<file path="config.mk">
export PLATFORM = sky130hd
export DESIGN_NAME = pipe_skid_reg
export DESIGN_NICKNAME = d
export VERILOG_FILES = /design/src/rtl/pipe_skid_reg.sv
export SDC_FILE = /design/constraint.sdc
export NUM_CORES = 1
export LEC_CHECK = 0
export BUFFER_PORTS_ARGS = -buffer_cell sky130_fd_sc_hd__buf_2
export CORE_ASPECT_RATIO = 1.75
export CORE_MARGIN = 2
export CORE_UTILIZATION = 40
export DETAILED_ROUTE_END_ITERATION = 10
export HOLD_SLACK_MARGIN = 0.02
export PLACE_DENSITY_LB_ADDON = 0.2
export SLEW_MARGIN = 20
export SYNTH_ARGS = -nofsm -noshare
export SYNTH_HDL_FRONTEND = slang
export SYNTH_SLANG_ARGS = --single-unit
</file>
<file path="constraint.sdc">
create_clock -name clk -period 2.8 [get_ports clk]
set_clock_uncertainty 0.2 [all_clocks]
set_input_delay 0.28 -clock clk [delete_from_list [all_inputs] [get_ports clk]]
set_output_delay 0.28 -clock clk [all_outputs]
set_load 0.005 [all_outputs]
</file>
<file path="src/rtl/pipe_skid_reg.sv">
// Pipeline stage register with valid/ready handshake, two-entry skid buffer and flush.
// Optional stall counter output enabled by defining PIPE_SKID_STALL_CNT_EN.
module pipe_skid_reg #(
  parameter int unsigned DATA_W = 69,
  parameter int unsigned CTRL_W = 9
) (
  input  logic              clk,
  input  logic              rst,
  input  logic              flush,
  input  logic              in_valid,
  output logic              in_ready,
  input  logic [CTRL_W-1:0] in_ctrl,
  input  logic [DATA_W-1:0] in_data,
  output logic              out_valid,
  input  logic              out_ready,
  output logic [CTRL_W-1:0] out_ctrl,
  output logic [DATA_W-1:0] out_data,
  output logic [1:0]        occupancy
`ifdef PIPE_SKID_STALL_CNT_EN
  ,
  output logic [15:0]       stall_cycles
`endif
);

  localparam int unsigned OCC_W = 2;
  localparam int unsigned CNT_W = 16;

  // State encodes the number of held entries: head valid in FULL1/FULL2, skid valid in FULL2.
  typedef enum logic [OCC_W-1:0] {
    EMPTY = 2'd0,
    FULL1 = 2'd1,
    FULL2 = 2'd2
  } state_t;

  state_t state, state_nx;

  logic              accept;
  logic              load_main_in;
  logic              load_main_skid;
  logic              load_skid;
  logic              clear_ctrl;

  logic [CTRL_W-1:0] main_ctrl;
  logic [DATA_W-1:0] main_data;
  logic [CTRL_W-1:0] skid_ctrl;
  logic [DATA_W-1:0] skid_data;

  // in_ready is a flop, so accept never depends combinationally on out_ready.
  assign accept = in_valid && in_ready;

  // Next-state and datapath load selects.
  always_comb begin
    state_nx       = state;
    load_main_in   = 1'b0;
    load_main_skid = 1'b0;
    load_skid      = 1'b0;

    case (state)
      EMPTY: begin
        if (accept) begin
          state_nx     = FULL1;
          load_main_in = 1'b1;
        end
      end
      FULL1: begin
        if (out_ready) begin
          if (accept) begin
            load_main_in = 1'b1;
          end else begin
            state_nx = EMPTY;
          end
        end else if (accept) begin
          state_nx  = FULL2;
          load_skid = 1'b1;
        end
      end
      FULL2: begin
        if (out_ready) begin
          load_main_skid = 1'b1;
          if (accept) begin
            load_skid = 1'b1;
          end else begin
            state_nx = FULL1;
          end
        end
      end
      default: begin
        state_nx = EMPTY;
      end
    endcase

    if (flush) begin
      state_nx       = EMPTY;
      load_main_in   = 1'b0;
      load_main_skid = 1'b0;
      load_skid      = 1'b0;
    end

    clear_ctrl = (state_nx == EMPTY);
  end

  // State register with registered handshake outputs.
  always_ff @(posedge clk) begin
    if (rst) begin
      state     <= EMPTY;
      out_valid <= 1'b0;
      in_ready  <= 1'b1;
    end else begin
      state     <= state_nx;
      out_valid <= (state_nx != EMPTY);
      in_ready  <= (state_nx != FULL2);
    end
  end

  // Head control is zeroed whenever the head goes empty so out_ctrl reads 0 on bubbles.
  always_ff @(posedge clk) begin
    if (rst) begin
      main_ctrl <= '0;
      main_data <= '0;
      skid_ctrl <= '0;
      skid_data <= '0;
    end else begin
      if (load_main_skid) begin
        main_ctrl <= skid_ctrl;
        main_data <= skid_data;
      end else if (load_main_in) begin
        main_ctrl <= in_ctrl;
        main_data <= in_data;
      end else if (clear_ctrl) begin
        main_ctrl <= '0;
      end
      if (load_skid) begin
        skid_ctrl <= in_ctrl;
        skid_data <= in_data;
      end
    end
  end

  assign out_ctrl  = main_ctrl;
  assign out_data  = main_data;
  assign occupancy = OCC_W'(state);

`ifdef PIPE_SKID_STALL_CNT_EN
  logic [CNT_W-1:0] stall_cnt;

  // Saturating count of cycles where the head is held by downstream; only reset clears it.
  always_ff @(posedge clk) begin
    if (rst) begin
      stall_cnt <= '0;
    end else if (out_valid && !out_ready && (stall_cnt != {CNT_W{1'b1}})) begin
      stall_cnt <= stall_cnt + CNT_W'(1);
    end
  end

  assign stall_cycles = stall_cnt;
`endif

endmodule

</file>
# [After elaboration in Yosys (flattened, before gate mapping)]
# Index checks and enable logic that the tools add are counted.
[op_classes] addsub=0 n_mul=0 div=0 magnitude_cmp=0 eq_ne=3 shifts=0 muxes=23 bitwise_logic=0 n_reduce_logical=6
[ops] op="two-way mux 69 bit" count=2
[ops] op="two-way mux 9 bit" count=3
[ops] op="two-way mux 2 bit" count=7
[ops] op="two-way mux 1 bit" count=8
[ops] op="one-hot mux 2 bit (3 select lines)" count=1
[ops] op="zero test 2 bit" count=2
[ops] op="one-hot mux 1 bit (2 select lines)" count=2
[ops] op="nonzero test 2 bit" count=2
[ops] op="nonzero test 3 bit" count=1
[ops] op="equality test 2 x 1 -> 1 bit, second input constant" count=1
[ops] op="equality test 2 bit, second input constant" count=1
[ops] op="!= test 2 bit, second input constant" count=1
[ops] op="logical AND 1 bit" count=1
[word_totals] ff_bits=160 latch_bits=0 ram_bits=0 mem_bits_ro=0 input_bits=83 output_inout_bits=82 word_cells=39 memories=0

# [Longest topological paths before layout]
[depth] ltp_word=9 ltp_mapped=9 depth_no_buf=6

# [Least setup slack after synthesis]
# No wires, ideal clock.
[synth_timing] path_type="reg-to-reg" start="reg state[0] (netlist: occupancy[0])" end="reg skid_ctrl[0]" setup_time_ps=132 t_arrival_ps=1618 required_time_ps=2468 setup_slack_ps=850 stages_incl_launch_ff=10 n_path_buf=3 period_less_slack_ps=1950 cell_sequence="dfxtp_1 > inv_1 > ha_1 > and2_1 > o2111a_1 > buf_2 > buf_6 > buf_6 > nand2_1 > a21oi_1"
[synth_between] elab_chain_cells=3 elab_cells_between_ends=4 cone_classes="eq/ne: 2; mux: 2"
[synth_lines] item="start: declaration" line="35" text="state_t state, state_nx;"
[synth_lines] item="start signal: assignment" line="109" text="state <= state_nx;"
[synth_lines] item="equality test 2 bit / equality test 2 x 1 -> 1 bit (equally long branches)" line="58" text="case (state)"
[synth_lines] item="one-hot mux 1 bit (2 select lines) *" line="58"
[synth_lines] item="two-way mux 1 bit *" line="92" text="if (flush) begin"
[synth_lines] item="end signal: assignment" line="133" text="skid_ctrl <= in_ctrl;"
[synth_lines] item="end: declaration" line="45" text="logic [CTRL_W-1:0] skid_ctrl;"
# Every way passes the cells marked *; elsewhere a longest branch is shown, timed or not.
# A chain may end at the register's enable or synchronous reset.

# [Final worst setup path]
[layout_timing] start="reg state[0] (netlist: occupancy[0])" end="reg skid_data[37]"
[layout_between] elab_chain_cells=3 elab_cells_between_ends=4 cone_classes="eq/ne: 2; mux: 2"
[layout_lines] item="equality test 2 bit / equality test 2 x 1 -> 1 bit (equally long branches)" line="58"
[layout_lines] item="one-hot mux 1 bit (2 select lines) *" line="58"
[layout_lines] item="two-way mux 1 bit *" line="92"
[layout_lines] item="end signal: assignment" line="134" text="skid_data <= in_data;"
[layout_lines] item="end: declaration" line="46" text="logic [DATA_W-1:0] skid_data;"
# Marks and branches as above.

==> run metrics <==
Total Routing Usage GR 19.3%; Area growth syn-to-layout 35.9%; setup ws final 0.432 ns; # hold bufs at CTS 79; std cell rows 61; routed len/inst 14.5 um; Initial DRC Count 289; largest net degree at the start of global routing 66; Worst EP required ~3.0 ns; dpl cell area roughly 7500 um^2; Hold Vio Cnt, Final 0; CP max stage cell and2_1; Initial Utilization 40.9%; post-route ant nets 0; Mapped Cells ~740; reg2reg end skid_data[37]; CP Capture Type flop; Root Driver clkbuf_16; Vias 5799; TritonCTS buffer count 17; vias in the first global route 5667; PD cells 589 nW/um^2; global-route wire length before repair ~27 mm; Max-Cap Viols 0; Final Max Slew Viols 0; H-Tree Depth 4; RR Startpoint occupancy[0]; Yosys top cell area share 49.1%; Post-Syn Area 6530 um^2; post-CTS setup buffers 0; hold path startpoint rst; Min Hold Slack 0.204 ns; RSZ-0062 raised after global routing false; syn_nets 822; final setup vio count 0; synthesis-stage register bit count 160; I/O pins 165; fin crit share 84.6%; Worst VDD drop 304 uV; instance count on the critical path 7; Die X a little over 100 um; Crit path largest cell delay 0.52 ns; DRT Wirelength 16.7 mm; Worst Hold End skid_ctrl[7]; Worst Path Buf+Inv 2; die area 17400 um^2; top cells by area, synth dfxtp_1 (49%), mux2i_1 (11%), nand2_1 (9.2%); sequential-to-total area share from yosys stat 49.1%; share of layout cells above drive strength 1 22.3%; First-pass DRT Iterations 4; P_leak 3.94 nW; outcome complete, no violations; CTS tree built; worst-margin pin slew about 0.67 ns; Max FO, Critical Path 63; fin area between 8000 and 9000 um^2; # diodes 0; largest area contributor in the netlist dfxtp_1; worst slack, placed 0.436 ns; initial antenna violation count 0; Clock Latency Late Sink 0.42 ns; Syn Area/Cell ~8.9 um^2; synth unique cells 36; gpl congestion 0.784; Min-Delay Path Depth 2; port buffer count 164; commonest non-fill, non-tap cell in the layout buf_2; final worst path period need 2.37 ns; Final #Nets ~1000; HP Class in -> reg; # clock sinks 160; commonest cells after routing, fill and taps aside buf_2 (163), dfxtp_1 (160), nand2_1 (159); f_max 422 MHz; Worst-path clk slew 0.07 ns; crit path launch type flop; Worst R2R Path Depth 7; # resized after CTS 0; CTS max path bufs 2; GRT Residual Overflow 0; Syn. warnings 0; Critical Setup Path Class reg -> reg; setup TNS 0 ns; Remaining DRCs 0; Max-slew headroom 55.5%; crit-path leading delay family simple AND/OR/NAND/NOR gates; DP Wirelength 10.3 mm; CP Data Arrival Time 2.52 ns; core area 16000 um^2; Die H 173 um; flop2flop setup slack around 0.43 ns; critical path cell sequence inv_1, ha_1, and2_1, o2111a_2, buf_12, nand2_1, a21oi_1; DR vias/cell 5.04
metrics by stage:
step | std cells | utilization (%) | total power, mW
floorplan | 735 | - | 2.64
global placement | 1040 | 46.9 | 2.81
detailed placement | 1040 | 46.9 | 2.82
CTS | 1151 | 55.6 | 5.29
global route | 1151 | 55.6 | 5.43
finish | 1151 | 55.6 | 5.22
cell families after synthesis:
logic type,after synthesis,synth area share (%)
buffers and inverters,64,5.41
and+or+nand+nor,262,16.8
AOI/OAI and AO/OA,176,17.4
adders and majority gates,4,0.767
DFF,160,49.1
muxes,69,10.6
synthesized netlist by cell type:
cell type,number
a211oi_1,69
a21boi_1,1
a21o_1,1
a21oi_1,79
a31oi_1,9
and2_1,4
and3b_1,1
and4_1,9
buf_1,2
buf_2,18
buf_4,3
buf_6,9
buf_8,1
clkbuf_1,28
dfxtp_1,160
ha_1,4
inv_1,3
mux2i_1,69
nand2_1,160
nand2_4,1
nand2b_1,9
nand3_1,1
nand3b_1,1
nand4_1,1
nand4b_1,1
nor2_1,70
nor2b_1,2
nor3_1,2
o2111a_1,1
o2111ai_2,1
o211ai_1,1
o21ai_0,2
o221ai_2,1
o22ai_1,9
o311ai_4,1
o31a_1,1
layout make-up:
cell class                      count  area, um^2
Clock inverter                     15         175
Inverter                            3        11.3
Clock buffer                       17         425
Sequential cell                   160        3200
Tap cell                          189         236
Multi-Input combinational cell    511        2990
Fill cell                        1490        7090
Timing Repair Buffer              256        1820
registers in the layout (all words and copies together) (netlist names):
register   flops
in_ready       1
occupancy      2
out_ctrl       9
out_data      69
out_valid      1
skid_ctrl      9
skid_data     69
where the power goes:
part,switching [mW],internal [mW]
sequential,0.0328,2.34
clock,1.02,1.35
combinational,0.218,0.263
total,1.27,3.95
per-layer routing:
metal	GRT usage, %	vias up	share of wire, %	wire (um)
met4	7.71	0	2.5	424
met3	4.77	28	4.1	690
met2	32.9	132	50	8360
met1	22.9	2652	43	7250
li1	-	2987	-	-
met5	0	-	0	0
worst max path at each step:
stage	slack (ns)	from	end
finish	0.43	occupancy[0]	skid_data[37]
floorplan	0.85	occupancy[0]	skid_ctrl[0]
global placement	0.52	occupancy[0]	skid_data[41]
CTS	0.41	occupancy[0]	skid_data[57]
global route	0.26	occupancy[0]	skid_data[60]
detailed placement	0.44	occupancy[0]	skid_data[57]
worst register-to-register path: stages, from the launching register on:
cell      delay [ns]
dfxtp_1         0.36
inv_1           0.12
ha_1            0.20
and2_1          0.52
o2111a_2        0.35
buf_12          0.28
nand2_1         0.14
a21oi_1         0.14
No activity file was read; power rests on OpenSTA's default activity.
